File: src/rtl/notch_seq_pkg.sv
// notch_seq_pkg: shared types, default coefficients and widths for the notch biquad sequencer
package notch_seq_pkg;
    localparam int WIDTH_DEF = 16;
    localparam int ACC_W = 2 * WIDTH_DEF + 3;
    localparam int NCOEF = 5;

    typedef enum logic [1:0] {IDLE, MAC, DONE} state_t;
    typedef enum logic [2:0] {C_B0, C_B1, C_B2, C_A1, C_A2} coef_t;

    localparam logic signed [15:0] DEF_B0 = 16'sd16384;
    localparam logic signed [15:0] DEF_B1 = -16'sd31163;
    localparam logic signed [15:0] DEF_B2 = 16'sd16384;
    localparam logic signed [15:0] DEF_A1 = -16'sd30851;
    localparam logic signed [15:0] DEF_A2 = 16'sd16058;

    function automatic logic signed [15:0] def_coef(input logic [2:0] idx);
        return idx == C_B0 ? DEF_B0 :
               idx == C_B1 ? DEF_B1 :
               idx == C_B2 ? DEF_B2 :
               idx == C_A1 ? DEF_A1 : DEF_A2;
    endfunction
endpackage

File: src/rtl/notch_mac.sv
// notch_mac: shared signed multiplier-accumulator with preload, add/sub and operand select
module notch_mac
    import notch_seq_pkg::*;
#(
    parameter int WIDTH = 16,
    parameter int AW = ACC_W
) (
    input  logic                          clk,
    input  logic                          rst,
    input  logic                          load,
    input  logic                          en,
    input  logic                          sub,
    input  logic [2:0]                    sel,
    input  logic signed [AW-1:0]          preload,
    input  logic [NCOEF-1:0][WIDTH-1:0]   coefs,
    input  logic [NCOEF-1:0][WIDTH-1:0]   ops,
    output logic signed [AW-1:0]          acc
);
    logic signed [2*WIDTH-1:0] prod;
    logic signed [AW-1:0] term;

    assign prod = $signed(coefs[sel]) * $signed(ops[sel]);
    assign term = AW'(prod);

    always_ff @(posedge clk or posedge rst) begin
        if (rst)
            acc <= '0;
        else if (load)
            acc <= preload;
        else if (en)
            acc <= sub ? acc - term : acc + term;
    end
endmodule

File: src/rtl/notch_biquad_sequencer.sv
// notch_biquad_sequencer: time-multiplexed biquad notch with double-buffered coefficients,
// one shared MAC, rounding, saturation and x/y history.
module notch_biquad_sequencer
    import notch_seq_pkg::*;
#(
    parameter int WIDTH = 16,
    parameter int FRAC = 14
) (
    input  logic                    clk_i,
    input  logic                    reset_i,
    input  logic signed [WIDTH-1:0] x_in_i,
    input  logic                    x_valid_i,
    output logic                    x_ready_o,
    output logic signed [WIDTH-1:0] y_out_o,
    output logic                    y_valid_o,
    output logic                    ovf_o,
    input  logic                    cfg_we_i,
    input  logic [2:0]              cfg_addr_i,
    input  logic signed [WIDTH-1:0] cfg_data_i,
    input  logic                    cfg_commit_i,
    output logic                    commit_pend_o,
    input  logic                    flush_i
);
    localparam int AW = 2 * WIDTH + 3;
    localparam logic signed [AW-1:0] RND = AW'(1) << (FRAC - 1);
    localparam logic signed [AW-1:0] SAT_HI = {{(AW-WIDTH+1){1'b0}}, {(WIDTH-1){1'b1}}};
    localparam logic signed [AW-1:0] SAT_LO = ~SAT_HI;

    state_t state, state_nx;
    logic [2:0] step;
    logic signed [WIDTH-1:0] x_cur, x1, x2, y1, y2, y_sat;
    logic [NCOEF-1:0][WIDTH-1:0] shadow, active;
    logic commit_pend, flush_pend, accept, apply, mac_load, mac_en, y_clip;
    logic signed [AW-1:0] acc, shifted;

    assign commit_pend_o = commit_pend;
    assign shifted = acc >>> FRAC;
    assign y_clip = shifted > SAT_HI || shifted < SAT_LO;
    assign y_sat = shifted > SAT_HI ? SAT_HI[WIDTH-1:0] :
                   shifted < SAT_LO ? SAT_LO[WIDTH-1:0] : shifted[WIDTH-1:0];

    notch_mac #(.WIDTH(WIDTH), .AW(AW)) u_mac (
        .clk(clk_i),
        .rst(reset_i),
        .load(mac_load),
        .en(mac_en),
        .sub(step >= 3'd3),
        .sel(step),
        .preload(RND),
        .coefs(active),
        .ops({y2, y1, x2, x1, x_cur}),
        .acc(acc)
    );

    always_ff @(posedge clk_i or posedge reset_i) begin
        if (reset_i)
            state <= IDLE;
        else
            state <= state_nx;
    end

    always_comb begin
        state_nx = state;
        apply = 1'b0;
        accept = 1'b0;
        mac_load = 1'b0;
        mac_en = 1'b0;
        x_ready_o = 1'b0;
        case (state)
            IDLE: begin
                apply = commit_pend | flush_pend;
                x_ready_o = !apply;
                accept = x_valid_i && !apply;
                mac_load = accept;
                state_nx = accept ? MAC : IDLE;
            end
            MAC: begin
                mac_en = 1'b1;
                state_nx = step == 3'd4 ? DONE : MAC;
            end
            DONE: state_nx = IDLE;
            default: state_nx = IDLE;
        endcase
    end

    always_ff @(posedge clk_i or posedge reset_i) begin
        if (reset_i) begin
            step <= '0;
            {x_cur, x1, x2, y1, y2} <= '0;
            y_out_o <= '0;
            y_valid_o <= 1'b0;
            ovf_o <= 1'b0;
            commit_pend <= 1'b0;
            flush_pend <= 1'b0;
            for (int i = 0; i < NCOEF; i++) begin
                shadow[i] <= WIDTH'(def_coef(3'(i)));
                active[i] <= WIDTH'(def_coef(3'(i)));
            end
        end else begin
            y_valid_o <= 1'b0;
            // a request arriving while the previous one is applied stays pending
            commit_pend <= cfg_commit_i | (commit_pend & !apply);
            flush_pend <= flush_i | (flush_pend & !apply);
            if (apply && commit_pend)
                active <= shadow;
            if (cfg_we_i && cfg_addr_i <= C_A2)
                shadow[cfg_addr_i] <= cfg_data_i;
            if (accept) begin
                x_cur <= x_in_i;
                step <= '0;
            end
            if (mac_en)
                step <= step + 3'd1;
            if (apply) begin
                {x1, x2, y1, y2} <= '0;
            end else if (state == DONE) begin
                y_out_o <= y_sat;
                ovf_o <= y_clip;
                y_valid_o <= 1'b1;
                x2 <= x1;
                x1 <= x_cur;
                y2 <= y1;
                y1 <= y_sat;
            end
        end
    end
endmodule

File: config.mk
export PLATFORM = sky130hd
export DESIGN_NAME = notch_biquad_sequencer
export DESIGN_NICKNAME = d
export VERILOG_FILES = /design/src/rtl/notch_seq_pkg.sv /design/src/rtl/notch_mac.sv /design/src/rtl/notch_biquad_sequencer.sv
export SDC_FILE = /design/constraint.sdc
export NUM_CORES = 1
export LEC_CHECK = 0
export BUFFER_PORTS_ARGS = -buffer_cell sky130_fd_sc_hd__buf_2
export CORE_MARGIN = 5
export CORE_UTILIZATION = 35
export CTS_BUF_LIST = sky130_fd_sc_hd__clkbuf_8 sky130_fd_sc_hd__clkbuf_16
export DETAILED_ROUTE_END_ITERATION = 10
export PLACE_DENSITY = 0.49
export SYNTH_ARGS = -nofsm -noshare
export SYNTH_HDL_FRONTEND = slang
export SYNTH_SLANG_ARGS = --single-unit
File: constraint.sdc
create_clock -name clk_i -period 12.5 [get_ports clk_i]
set_input_delay 0.625 -clock clk_i [delete_from_list [all_inputs] [get_ports clk_i]]
set_output_delay 0.625 -clock clk_i [all_outputs]
set_load 0.005 [all_outputs]
==> results.sh <==
export IMPL_cts_root_buf="clkbuf_16"
export IMPL_max_slew_margin_pct=22.3
export IMPL_r2r_setup_slack_ns=1.21
export IMPL_areaGrowthSynthToFinish_pct=10.7
export IMPL_dr_total_vias=17600
export IMPL_totalWireLength_um=66800
export IMPL_cts_sinks=300
export IMPL_cts_resized=0
export IMPL_drt_pass1_iter_count=5
export IMPL_core_area_um2=70100
export IMPL_end_kind="flop"
export IMPL_ys_types=87
export IMPL_ff2ff_path_depth=41
export IMPL_crit_arrival_ns=11.76
export IMPL_grt_first_pass_wirelength_um=108000
export IMPL_synth_edf_count=0
export IMPL_start_util_pct=35.4
export IMPL_status="finished, final reports clean"
export IMPL_clock_path_buffers=3
export IMPL_setup_tns_ns=0
export IMPL_ios=61
export IMPL_cp_slowest_cell="dfrtp_2"
export IMPL_wl_per_cell_um=19.2
export IMPL_clock_fmax_ghz=0.0886
export IMPL_worstMarginPinSlew_ns=1.16
export IMPL_final_max_slew_viol_count=0
export IMPL_start_kind="flop"
export IMPL_post_route_period_util_pct=90.3
export IMPL_synth_warnings=0
export IMPL_synthArstFlopShare_pct=100
export IMPL_cp_required_ns=12.97
export IMPL_clkTransAtPathRegs_ns=0.06
export IMPL_syn_num_nets=2896
export IMPL_postSynthCellCount=2472
export IMPL_dieArea_um2=76400
export IMPL_num_rows=97
export IMPL_hold_path_class="primary input to async pin"
export IMPL_grt_overflow_total=0
export IMPL_dp_hpwl_um=51200
export IMPL_critPathLaunch="step[0]$_DFFE_PP0P_"
export IMPL_path_class="flop to flop"
export IMPL_postRouteAntennaNets=0
export IMPL_mappedNetlistArea_um2=24800
export IMPL_clock_skew_ns=0.0307
export IMPL_r2r_end="u_mac.acc[34]$_DFFE_PP0P_"
export IMPL_drc_errors=0
export IMPL_cts_setup_buffers=0
export IMPL_finalCriticalPeriod_ns=11.29
export IMPL_ctsHtreeMaxLevel=2
export IMPL_antenna_diode_count=0
export IMPL_numPortBuffers=60
export IMPL_critPathMaxStageDelay_ns=0.74
export IMPL_reg2reg_from="step[0]$_DFFE_PP0P_"
export IMPL_rsz0062_at_grt="no"
export IMPL_num_nets_final=2937
export IMPL_dr_first_iter_drc_count=1041
export IMPL_die_w_um=276
export IMPL_synth_seq_cells=300
export IMPL_yosysSeqAreaShare_pct=30.5
export IMPL_ys_flop_type="dfrtp_1"
export IMPL_clock_latency_ns=0.56
export IMPL_crit_end="u_mac.acc[34]$_DFFE_PP0P_"
export IMPL_viasPerCell=5.05
export IMPL_first_global_vias=19000
export IMPL_place_congestion=0.882
export IMPL_antenna_found_initial=0
export IMPL_cts_hold_buf=0
export IMPL_drive_gt1_share_pct=17.4
export IMPL_mostFrequentLayoutCells="inv_1, nand2_1, fa_1"
export IMPL_grt_max_degree=188
export IMPL_setup_viol=0
export IMPL_hold_viol_final=0
export IMPL_chipHeight_um=276
export IMPL_cp_max_fo=21
export IMPL_maxCapViolCount=0
export IMPL_cts_made_buffers=36
export IMPL_cts_tree="done"
export IMPL_track_usage_pct=17.6
export IMPL_syn_avg_cell_area_um2=10.0
export IMPL_final_common_cell="inv_1"
synthesized netlist by cell type, types with 23 or more instances:
| library cell | count | area share, % |
|---|---|---|
| a21oi_1 | 83 | 1.7 |
| o21a_1 | 29 | 0.88 |
| inv_1 | 327 | 4.9 |
| mux2_2 | 174 | 7.9 |
| nand3_1 | 31 | 0.62 |
| dfstp_2 | 56 | 5.9 |
| nor2_1 | 187 | 2.8 |
| dfrtp_1 | 244 | 25 |
| clkbuf_1 | 79 | 1.2 |
| fa_1 | 263 | 21 |
| nor2b_1 | 26 | 0.66 |
| a22o_1 | 49 | 1.7 |
| and2_1 | 23 | 0.58 |
| o21ai_0 | 114 | 2.3 |
| xnor2_1 | 54 | 1.9 |
| nand2_1 | 269 | 4.1 |
| xor2_1 | 29 | 1.0 |
| nand2b_1 | 26 | 0.66 |
| mux2i_1 | 50 | 2.0 |
| ha_1 | 120 | 6.0 |
worst max-delay path: cells and delay by family, from the launching register on:
family	cells	cell delay (ns)
buf+inv	8	1.06
compound gates	12	2.63
fa+ha+maj	8	3.90
simple gates	10	2.18
flops	1	0.74
mux	2	0.50
xor+xnor	1	0.17
sequential cells by signal, indices dropped and copies added, names as in the netlist, 2 cells and up:
name,flops
y_out_o,16
shadow,80
y2,16
x_cur,16
active,80
state,2
u_mac.acc,35
step,3
x1,16
x2,16
y1,16
routing by layer:
layer	vias to the layer above	global-route usage, %	wire length, um
met1	8959	24.3	31300
li1	8215	-	-
met3	97	2.10	2040
met5	-	0	0
met4	0	5.24	1980
met2	303	29.1	31500
per-stage QoR:
stage	utilization, %	setup WS (ns)	cell area, um^2	hold WS [ns]	std cells
floorplan	-	2.17	24800	0.456	2472
finish	39.2	1.21	27500	0.222	3480
CTS	39.2	1.24	27500	0.221	3480
detailed placement	37.5	1.31	26300	0.473	3415
global route	39.2	0.558	27500	0.235	3480
global placement	37.5	1.47	26300	0.464	3415
worst min path at each step:
stage | startpoint | endpoint | depth (start not counted)
floorplan | u_mac.acc[10]$_DFFE_PP0P_ | u_mac.acc[10]$_DFFE_PP0P_ | 2
global placement | y_out_o[12]$_DFFE_PP0P_ | y_out_o[12]$_DFFE_PP0P_ | 2
detailed placement | y_out_o[12]$_DFFE_PP0P_ | y_out_o[12]$_DFFE_PP0P_ | 2
CTS | x_in_i[9] | x_cur[9]$_DFFE_PP0P_ | 3
global route | x_in_i[8] | x_cur[8]$_DFFE_PP0P_ | 3
finish | reset_i | x_cur[7]$_DFFE_PP0P_ | 2
kinds of logic (layout without fill, tap and decap cells):
family | after synthesis | in the layout | share of synthesized area, %
AO/OA/AOI/OAI | 409 | 409 | 10.9
buffers and inverters | 431 | 499 | 6.60
XOR/XNOR | 83 | 83 | 2.93
adder cells (fa/ha/maj) | 383 | 383 | 27.3
AND/OR/NAND/NOR | 638 | 638 | 11.5
flip-flops | 300 | 300 | 30.5
multiplexers | 228 | 228 | 10.3
final cells by class:
| cell class | instances | area (um^2) |
|---|---|---|
| flip-flops and latches | 300 | 7580 |
| well taps | 940 | 1180 |
| fillers | 7054 | 42700 |
| clock buffers | 42 | 983 |
| multi-input cells | 1741 | 15600 |
| repair buffers | 105 | 651 |
| clock inverters | 23 | 219 |
| inverters | 329 | 1240 |
Power is left out: the tool's default activity adds up to more than one toggle a clock period on the data nets, which glitch-free logic cannot reach.
